==> src/rtl/id_stage2_pkg.sv <==
// Shared decode constants for the ID stage: RV32I opcodes, funct fields,
// ALU operation codes and the redirect controller state encoding.
package id_stage2_pkg;
    localparam logic [6:0] OPC_OP_IMM = 7'b0010011;
    localparam logic [6:0] OPC_OP     = 7'b0110011;
    localparam logic [6:0] OPC_LUI    = 7'b0110111;
    localparam logic [6:0] OPC_AUIPC  = 7'b0010111;
    localparam logic [6:0] OPC_JAL    = 7'b1101111;
    localparam logic [6:0] OPC_JALR   = 7'b1100111;
    localparam logic [6:0] OPC_BRANCH = 7'b1100011;
    localparam logic [6:0] OPC_LOAD   = 7'b0000011;
    localparam logic [6:0] OPC_STORE  = 7'b0100011;

    localparam logic [2:0] F3_ADD  = 3'd0, F3_SLL = 3'd1, F3_SLT = 3'd2, F3_SLTU = 3'd3;
    localparam logic [2:0] F3_XOR  = 3'd4, F3_SR  = 3'd5, F3_OR  = 3'd6, F3_AND  = 3'd7;
    localparam logic [2:0] F3_BEQ  = 3'd0, F3_BNE = 3'd1, F3_BLT = 3'd4, F3_BGE  = 3'd5;
    localparam logic [2:0] F3_BLTU = 3'd6, F3_BGEU = 3'd7;
    localparam logic [6:0] F7_BASE = 7'b0000000, F7_ALT = 7'b0100000;

    localparam logic [5:0] ALU_NOP  = 6'd0,  ALU_ADD  = 6'd1,  ALU_SUB  = 6'd2,  ALU_SLL  = 6'd3;
    localparam logic [5:0] ALU_SLT  = 6'd4,  ALU_SLTU = 6'd5,  ALU_XOR  = 6'd6,  ALU_SRL  = 6'd7;
    localparam logic [5:0] ALU_SRA  = 6'd8,  ALU_OR   = 6'd9,  ALU_AND  = 6'd10, ALU_LUI  = 6'd11;
    localparam logic [5:0] ALU_AUIPC = 6'd12, ALU_JAL = 6'd13, ALU_JALR = 6'd14, ALU_BEQ  = 6'd15;
    localparam logic [5:0] ALU_BNE  = 6'd16, ALU_BLT  = 6'd17, ALU_BGE  = 6'd18, ALU_BLTU = 6'd19;
    localparam logic [5:0] ALU_BGEU = 6'd20, ALU_LB   = 6'd21, ALU_LH   = 6'd22, ALU_LW   = 6'd23;
    localparam logic [5:0] ALU_LBU  = 6'd24, ALU_LHU  = 6'd25, ALU_SB   = 6'd26, ALU_SH   = 6'd27;
    localparam logic [5:0] ALU_SW   = 6'd28;

    typedef enum logic {ST_RUN = 1'b0, ST_DROP = 1'b1} id_state_t;
endpackage

==> src/rtl/id_fwd_mux.sv <==
// One operand's bypass selector: x0 reads zero, otherwise the youngest
// (lowest-index) valid writer wins over the register file.
module id_fwd_mux #(
    parameter int XLEN    = 32,
    parameter int NUM_FWD = 2
) (
    input  logic [4:0]              addr,
    input  logic [XLEN-1:0]         rf_data,
    input  logic [NUM_FWD-1:0]      fwd_valid,
    input  logic [NUM_FWD-1:0]      fwd_pending,
    input  logic [5*NUM_FWD-1:0]    fwd_wd,
    input  logic [XLEN*NUM_FWD-1:0] fwd_wdata,
    output logic [XLEN-1:0]         data,
    output logic                    hazard
);
    logic [NUM_FWD-1:0] match;

    genvar gi;
    generate
        for (gi = 0; gi < NUM_FWD; gi++) begin : g_match
            assign match[gi] = fwd_valid[gi] && (fwd_wd[gi*5 +: 5] == addr) && (addr != 5'd0);
        end
    endgenerate

    // Walk oldest to youngest so the lowest matching index has the last word.
    always_comb begin
        data   = (addr == 5'd0) ? '0 : rf_data;
        hazard = 1'b0;
        for (int i = NUM_FWD - 1; i >= 0; i--) begin
            if (match[i]) begin
                data   = fwd_wdata[i*XLEN +: XLEN];
                hazard = fwd_pending[i];
            end
        end
    end
endmodule

==> src/rtl/id_stage2.sv <==
// RV32I decode stage: operand bypass, load-use stall, in-ID branch resolution
// with a one-cycle wrong-path drop, and a registered ID/EX payload.
module id_stage2
    import id_stage2_pkg::*;
#(
    parameter int XLEN    = 32,
    parameter int NUM_FWD = 2,
    parameter int CNT_W   = 16
) (
    input  logic                    clk,
    input  logic                    rst,
    input  logic                    if_valid_i,
    output logic                    if_ready_o,
    input  logic [XLEN-1:0]         pc_i,
    input  logic [31:0]             inst_i,
    output logic [4:0]              reg1_addr_o,
    output logic [4:0]              reg2_addr_o,
    input  logic [XLEN-1:0]         data1_i,
    input  logic [XLEN-1:0]         data2_i,
    input  logic [NUM_FWD-1:0]      fwd_valid_i,
    input  logic [NUM_FWD-1:0]      fwd_pending_i,
    input  logic [5*NUM_FWD-1:0]    fwd_wd_i,
    input  logic [XLEN*NUM_FWD-1:0] fwd_wdata_i,
    output logic                    ex_valid_o,
    input  logic                    ex_ready_i,
    output logic [5:0]              aluop_o,
    output logic [XLEN-1:0]         reg1_o,
    output logic [XLEN-1:0]         reg2_o,
    output logic [XLEN-1:0]         imm_o,
    output logic [4:0]              wd_o,
    output logic                    wreg_o,
    output logic [XLEN-1:0]         pc_o,
    output logic                    illegal_o,
    output logic                    redirect_o,
    output logic [XLEN-1:0]         redirect_addr_o,
    input  logic                    flush_i,
    output logic [CNT_W-1:0]        stall_cnt_o
);
    logic [6:0] opcode, funct7;
    logic [2:0] funct3;
    logic [4:0] rd;
    assign opcode = inst_i[6:0];
    assign funct3 = inst_i[14:12];
    assign funct7 = inst_i[31:25];
    assign rd     = inst_i[11:7];
    assign reg1_addr_o = inst_i[19:15];
    assign reg2_addr_o = inst_i[24:20];

    logic [XLEN-1:0] op1, op2;
    logic            haz1, haz2;

    id_fwd_mux #(.XLEN(XLEN), .NUM_FWD(NUM_FWD)) u_fwd1 (
        .addr(reg1_addr_o), .rf_data(data1_i), .fwd_valid(fwd_valid_i),
        .fwd_pending(fwd_pending_i), .fwd_wd(fwd_wd_i), .fwd_wdata(fwd_wdata_i),
        .data(op1), .hazard(haz1)
    );
    id_fwd_mux #(.XLEN(XLEN), .NUM_FWD(NUM_FWD)) u_fwd2 (
        .addr(reg2_addr_o), .rf_data(data2_i), .fwd_valid(fwd_valid_i),
        .fwd_pending(fwd_pending_i), .fwd_wd(fwd_wd_i), .fwd_wdata(fwd_wdata_i),
        .data(op2), .hazard(haz2)
    );

    logic [XLEN-1:0] imm_i, imm_s, imm_b, imm_j, imm_u, imm_sh, pc_plus4, jalr_sum;
    assign imm_i    = XLEN'($signed(inst_i[31:20]));
    assign imm_s    = XLEN'($signed({inst_i[31:25], inst_i[11:7]}));
    assign imm_b    = XLEN'($signed({inst_i[31], inst_i[7], inst_i[30:25], inst_i[11:8], 1'b0}));
    assign imm_j    = XLEN'($signed({inst_i[31], inst_i[19:12], inst_i[20], inst_i[30:21], 1'b0}));
    assign imm_u    = XLEN'($signed({inst_i[31:12], 12'b0}));
    assign imm_sh   = XLEN'(inst_i[24:20]);
    assign pc_plus4 = pc_i + XLEN'(4);
    assign jalr_sum = op1 + imm_i;

    logic [5:0]      dec_aluop;
    logic [XLEN-1:0] dec_imm, dec_reg1, dec_reg2, dec_target;
    logic            dec_wreg, dec_illegal, dec_taken, use1, use2;

    always_comb begin
        dec_aluop = ALU_NOP; dec_imm = '0; dec_reg1 = '0; dec_reg2 = '0; dec_target = '0;
        dec_wreg = 1'b0; dec_illegal = 1'b0; dec_taken = 1'b0; use1 = 1'b0; use2 = 1'b0;
        case (opcode)
            OPC_OP_IMM: begin
                use1 = 1'b1; dec_reg1 = op1; dec_wreg = 1'b1; dec_imm = imm_i;
                case (funct3)
                    F3_ADD:  dec_aluop = ALU_ADD;
                    F3_SLT:  dec_aluop = ALU_SLT;
                    F3_SLTU: dec_aluop = ALU_SLTU;
                    F3_XOR:  dec_aluop = ALU_XOR;
                    F3_OR:   dec_aluop = ALU_OR;
                    F3_AND:  dec_aluop = ALU_AND;
                    F3_SLL: begin
                        dec_imm = imm_sh;
                        if (funct7 == F7_BASE) dec_aluop = ALU_SLL; else dec_illegal = 1'b1;
                    end
                    default: begin
                        dec_imm = imm_sh;
                        if (funct7 == F7_BASE)     dec_aluop = ALU_SRL;
                        else if (funct7 == F7_ALT) dec_aluop = ALU_SRA;
                        else                       dec_illegal = 1'b1;
                    end
                endcase
            end
            OPC_OP: begin
                use1 = 1'b1; use2 = 1'b1; dec_reg1 = op1; dec_reg2 = op2; dec_wreg = 1'b1;
                case ({funct7, funct3})
                    {F7_BASE, F3_ADD}:  dec_aluop = ALU_ADD;
                    {F7_ALT,  F3_ADD}:  dec_aluop = ALU_SUB;
                    {F7_BASE, F3_SLL}:  dec_aluop = ALU_SLL;
                    {F7_BASE, F3_SLT}:  dec_aluop = ALU_SLT;
                    {F7_BASE, F3_SLTU}: dec_aluop = ALU_SLTU;
                    {F7_BASE, F3_XOR}:  dec_aluop = ALU_XOR;
                    {F7_BASE, F3_SR}:   dec_aluop = ALU_SRL;
                    {F7_ALT,  F3_SR}:   dec_aluop = ALU_SRA;
                    {F7_BASE, F3_OR}:   dec_aluop = ALU_OR;
                    {F7_BASE, F3_AND}:  dec_aluop = ALU_AND;
                    default:            dec_illegal = 1'b1;
                endcase
            end
            OPC_LUI:   begin dec_aluop = ALU_LUI; dec_imm = imm_u; dec_wreg = 1'b1; end
            OPC_AUIPC: begin dec_aluop = ALU_AUIPC; dec_imm = imm_u; dec_reg1 = pc_i; dec_wreg = 1'b1; end
            OPC_JAL: begin
                dec_aluop = ALU_JAL; dec_imm = imm_j; dec_reg1 = pc_plus4; dec_wreg = 1'b1;
                dec_taken = 1'b1; dec_target = pc_i + imm_j;
            end
            OPC_JALR: begin
                use1 = 1'b1; dec_aluop = ALU_JALR; dec_imm = imm_i; dec_reg1 = pc_plus4;
                dec_wreg = 1'b1; dec_taken = 1'b1; dec_target = {jalr_sum[XLEN-1:1], 1'b0};
                dec_illegal = (funct3 != 3'd0);
            end
            OPC_BRANCH: begin
                use1 = 1'b1; use2 = 1'b1; dec_reg1 = op1; dec_reg2 = op2; dec_imm = imm_b;
                dec_target = pc_i + imm_b;
                case (funct3)
                    F3_BEQ:  begin dec_aluop = ALU_BEQ;  dec_taken = (op1 == op2); end
                    F3_BNE:  begin dec_aluop = ALU_BNE;  dec_taken = (op1 != op2); end
                    F3_BLT:  begin dec_aluop = ALU_BLT;  dec_taken = ($signed(op1) < $signed(op2)); end
                    F3_BGE:  begin dec_aluop = ALU_BGE;  dec_taken = ($signed(op1) >= $signed(op2)); end
                    F3_BLTU: begin dec_aluop = ALU_BLTU; dec_taken = (op1 < op2); end
                    F3_BGEU: begin dec_aluop = ALU_BGEU; dec_taken = (op1 >= op2); end
                    default: dec_illegal = 1'b1;
                endcase
            end
            OPC_LOAD: begin
                use1 = 1'b1; dec_reg1 = op1; dec_imm = imm_i; dec_wreg = 1'b1;
                case (funct3)
                    3'd0:    dec_aluop = ALU_LB;
                    3'd1:    dec_aluop = ALU_LH;
                    3'd2:    dec_aluop = ALU_LW;
                    3'd4:    dec_aluop = ALU_LBU;
                    3'd5:    dec_aluop = ALU_LHU;
                    default: dec_illegal = 1'b1;
                endcase
            end
            OPC_STORE: begin
                use1 = 1'b1; use2 = 1'b1; dec_reg1 = op1; dec_reg2 = op2; dec_imm = imm_s;
                case (funct3)
                    3'd0:    dec_aluop = ALU_SB;
                    3'd1:    dec_aluop = ALU_SH;
                    3'd2:    dec_aluop = ALU_SW;
                    default: dec_illegal = 1'b1;
                endcase
            end
            default: dec_illegal = 1'b1;
        endcase
        // Illegal encodings travel as a marked no-op that reads nothing and never redirects.
        if (dec_illegal) begin
            dec_aluop = ALU_NOP; dec_imm = '0; dec_reg1 = '0; dec_reg2 = '0;
            dec_wreg = 1'b0; dec_taken = 1'b0; use1 = 1'b0; use2 = 1'b0;
        end
    end

    id_state_t state_reg, state_next;
    logic      ex_valid_reg, hazard, load;

    // Wrong-path instructions in DROP never stall; they are simply swallowed.
    assign hazard     = if_valid_i && (state_reg == ST_RUN) && ((use1 && haz1) || (use2 && haz2));
    assign if_ready_o = !hazard && (!ex_valid_reg || ex_ready_i);
    assign load       = if_valid_i && if_ready_o && (state_reg == ST_RUN) && !flush_i;
    assign ex_valid_o = ex_valid_reg;
    assign redirect_o = (state_reg == ST_DROP);

    always_comb begin
        state_next = ST_RUN;
        if (!flush_i && (state_reg == ST_RUN) && load && dec_taken)
            state_next = ST_DROP;
    end

    always_ff @(posedge clk or posedge rst) begin
        if (rst) state_reg <= ST_RUN;
        else     state_reg <= state_next;
    end

    always_ff @(posedge clk or posedge rst) begin
        if (rst) begin
            ex_valid_reg <= 1'b0; aluop_o <= '0; reg1_o <= '0; reg2_o <= '0; imm_o <= '0;
            wd_o <= '0; wreg_o <= 1'b0; pc_o <= '0; illegal_o <= 1'b0;
            redirect_addr_o <= '0; stall_cnt_o <= '0;
        end else begin
            if (flush_i) begin
                ex_valid_reg <= 1'b0;
            end else if (ex_valid_reg && !ex_ready_i) begin
                ex_valid_reg <= 1'b1;
            end else if (load) begin
                ex_valid_reg <= 1'b1;
                aluop_o      <= dec_aluop;
                reg1_o       <= dec_reg1;
                reg2_o       <= dec_reg2;
                imm_o        <= dec_imm;
                wd_o         <= dec_wreg ? rd : 5'd0;
                wreg_o       <= dec_wreg;
                pc_o         <= pc_i;
                illegal_o    <= dec_illegal;
            end else begin
                ex_valid_reg <= 1'b0;
            end
            if (load && dec_taken)
                redirect_addr_o <= dec_target;
            if (hazard && (!ex_valid_reg || ex_ready_i) && (stall_cnt_o != '1))
                stall_cnt_o <= stall_cnt_o + 1'b1;
        end
    end
endmodule

==> config.mk <==
export PLATFORM = sky130hd
export DESIGN_NAME = id_stage2
export DESIGN_NICKNAME = d
export VERILOG_FILES = /design/src/rtl/id_stage2_pkg.sv /design/src/rtl/id_fwd_mux.sv /design/src/rtl/id_stage2.sv
export SDC_FILE = /design/constraint.sdc
export NUM_CORES = 1
export LEC_CHECK = 0
export CORE_MARGIN = 2
export CORE_UTILIZATION = 35
export DETAILED_ROUTE_END_ITERATION = 8
export MAX_ROUTING_LAYER = met4
export SETUP_SLACK_MARGIN = 0.02
export SYNTH_ARGS = -nofsm -noshare
export SYNTH_HDL_FRONTEND = slang
export SYNTH_HIERARCHICAL = 1
export SYNTH_SLANG_ARGS = --single-unit
export TNS_END_PERCENT = 1
==> constraint.sdc <==
create_clock -name clk -period 6.7 [get_ports clk]
set_input_delay 0.67 -clock clk [delete_from_list [all_inputs] [get_ports clk]]
set_output_delay 0.67 -clock clk [all_outputs]
set_load 0.05 [all_outputs]
==> flow_summary.ini <==
[floorplan]
core_area_mm2 = 0.0452
io_pins = 413
die_h_um = 218
die_x_um = 218
std_cell_rows = 78
start_util = 0.354
die-area_mm2 = 0.0474

[worst_setup_path]
worst_setup_path_start_kind = input port
worstPathArrival_ps = 6200
critPathBufInv = 4
r2r_cells = 6
critical_path.max_fanout = 55
cpPeakStageDelay_ps = 880
critical_path.top_delay_family = simple AND/OR/NAND/NOR gates
crit_required_ps = 7050
cp-end-kind = flop
cpMaxStageDelayCell = or2_2
crit_type = input port to flop
path_cells = clkdlybuf4s50_1 -> or4_1 -> or2_2 -> buf_4 -> o211ai_1 -> a31oi_1 -> inv_1 -> ha_1 -> nand4_1 -> or3_1 -> nor3_2 -> inv_1 -> a31oi_1 -> mux2i_1 -> o21ai_2 -> nand2_4 -> mux2_4
path_depth = 17

[hold_path]
holdPathStages = 2
hold_class = flop to flop

[layout]
layout_commonest_cell = clkdlybuf4s50_1
fin_nets = 2646
layout_common_cells = 409 x clkdlybuf4s50_1, 313 x nand2_1, 190 x dfrtp_1
drive_above_1_share = 0.0825
num-fill-cells = 4437
fin_cells = 2953
fin_util = 0.471
multi_input_area_mm2 = 0.0102
syn_to_final_growth_pct = 33.2
regArea_mm2 = 0.00475

[power_and_ir_drop]
power_mw = 3.48
power.density_mw_per_mm2 = 163
p_leak_nw = 9.21
vdd_drop_max_mv = 0.129

[route]
wirelength_mm = 77.0
dr.pass1.iters = 8
ant_nets = 0
drt_first_iter_violations = 1907
wire_per_inst_um = 26.1
drcViolationCount = 0
vias = 17672
via_per_inst = 5.98

[global_route]
grt_max_degree = 95
grt_pass1_wl_mm = 111
grt_usage = 0.326
antenna_found_initial = 1
grt_pass1_vias = 17174
grt_remaining_overflow = 0

[clocking]
cts.path.max_buffers = 2
insertion_delay_ps = 490
clockRootBuffer = clkbuf_16
ctsHtreeMaxLevel = 4
cts_tree = built
postCtsSetupBuffers = 0
clkTransAtPathRegs_ps = 80
hold_buffers = 0
cts.sinks = 190
numCtsBuffers = 17
cts_resized = 0

[timing]
setup_viol = 0
fin_hold_ws_ps = 468
max_freq_ghz = 0.171
worst_pin_slew_ps = 1170
fin_crit_sh = 0.873
finalCriticalPeriod_ps = 5850
rsz0062_at_grt = no
slew_headroom = 0.221
fin_skew_ps = 14.6
timing.setup.tns_ps = 0
finalMaxSlewViolations = 0
hold_viol = 0

[placement]
placed_cells = 2919
place_hpwl_mm = 61.3
port_buffers = 411
gp_congestion = 1.05

[logic_synthesis]
synth_cell_types = 89
yosys_register_bits = 190
synth_ff_type = dfrtp_1
synth_edf_count = 0
synth_top_family_by_area = compound AO/OA/AOI/OAI gates
synth_simple_gate_area_frac = 0.228
synth_area_mm2 = 0.0160
synth_xor_area_frac = 0.0488
synth-async-reset-ratio = 1.00
ys_seq_area_frac = 0.298
syn_nets = 2290
yosys_warnings = 6
syn_avg_cell_area_um2 = 8.06
synthMuxAreaShare = 0.0364
synth_compound_area_frac = 0.245
synthAdderAreaFrac = 0.0761
synthCells = 1983

[status]
outcome = completed

[job]
maxCapViolations = 0
through the flow:
step / area (um2) / worst slack, ps
final: 21300 / 848
after global routing: 21300 / 657
after CTS: 21300 / 1010
after detailed placement: 20700 / 466
after global placement: 20700 / 424
after floorplan: 16000 / 860
path summary, 6_finish.rpt:
path                                            start                               to  slack, ps
worst max-delay path                       inst_i[24]  redirect_addr_o[20]$_DFFE_PP0P_        850
worst min-delay path            reg2_o[1]$_DFFE_PP0P_            reg2_o[1]$_DFFE_PP0P_        470
worst max register to register   redirect_o$_DFF_PP0_  redirect_addr_o[20]$_DFFE_PP0P_       3750
worst min register to register  reg2_o[1]$_DFFE_PP0P_            reg2_o[1]$_DFFE_PP0P_        470
max in group asynchronous                         rst  redirect_addr_o[21]$_DFFE_PP0P_       4730
min in group asynchronous                         rst              pc_o[3]$_DFFE_PP0P_        700
synthesized netlist by cell type, types with 5 or more instances:
cell | number | share of area
nand2_1 | 314 | 0.074
dfrtp_1 | 190 | 0.30
o21ai_0 | 122 | 0.038
a21oi_1 | 108 | 0.034
nand4_1 | 97 | 0.038
ha_1 | 94 | 0.074
nor3_1 | 85 | 0.027
clkbuf_1 | 84 | 0.020
a31oi_1 | 77 | 0.030
o211ai_1 | 73 | 0.034
nor2_1 | 71 | 0.017
inv_1 | 66 | 0.016
nand3_1 | 59 | 0.018
xnor2_1 | 49 | 0.027
a21o_1 | 44 | 0.021
xor2_1 | 40 | 0.022
and3_1 | 31 | 0.012
o22ai_1 | 29 | 0.011
a22o_1 | 28 | 0.015
mux2_4 | 27 | 0.025
buf_4 | 24 | 0.011
buf_2 | 23 | 0.0072
a221oi_1 | 16 | 0.0088
buf_6 | 15 | 0.011
nor2b_1 | 13 | 0.0051
mux2i_1 | 12 | 0.0075
buf_1 | 11 | 0.0026
nand2b_1 | 11 | 0.0043
o21bai_1 | 10 | 0.0047
a211oi_1 | 9 | 0.0042
and2_1 | 9 | 0.0035
or3_1 | 8 | 0.0031
a22oi_1 | 7 | 0.0033
or2_2 | 6 | 0.0023
or4_1 | 6 | 0.0028
mux2_2 | 5 | 0.0035
nor4_1 | 5 | 0.0020
o21a_1 | 5 | 0.0023
report_power, final:
group / internal, mW / switching, mW
Sequential: 1.18 / 0.0169
Clock: 0.506 / 0.546
Combinational: 0.458 / 0.774
Total: 2.14 / 1.34
area by class of cell:
class | count | share of cell area
timing repair buffer | 497 | 0.224
clock inverter | 14 | 0.00676
inverter | 66 | 0.0120
clock buffer | 18 | 0.0206
multi-input combinational | 1567 | 0.477
tap | 600 | 0.0353
antenna | 1 | 0.000118
sequential | 190 | 0.224
per-layer routing:
metal,vias to the layer above,track usage,part of all wire
li1,8017,-,-
met1,8567,0.407,0.41
met2,950,0.530,0.47
met3,138,0.0449,0.074
met4,0,0.135,0.041
met5,-,-,0
tightest hold or removal path, delay by kind of cell (launching register included):
| kind | cells | cell delay, ps |
|---|---|---|
| and+or+nand+nor | 2 | 100 |
| DFF | 1 | 340 |
state kept, by name, summed over array words and instances, names as in the netlist:
register,flops
aluop_o,5
ex_valid_o,1
illegal_o,1
imm_o,32
pc_o,32
redirect_addr_o,32
redirect_o,1
reg1_o,32
reg2_o,32
stall_cnt_o,16
wd_o,5
wreg_o,1
cell families (layout without fill, tap and decap cells):
| family | Yosys count | after routing |
|---|---|---|
| compound gates | 590 | 590 |
| other cells | 1 | 2 |
| simple gates | 747 | 747 |
| mux | 44 | 44 |
| buf+inv | 226 | 595 |
| xor+xnor | 89 | 89 |
| flops | 190 | 190 |
| fa+ha+maj | 96 | 96 |
Note: power is estimated with default switching activity, not from simulation.
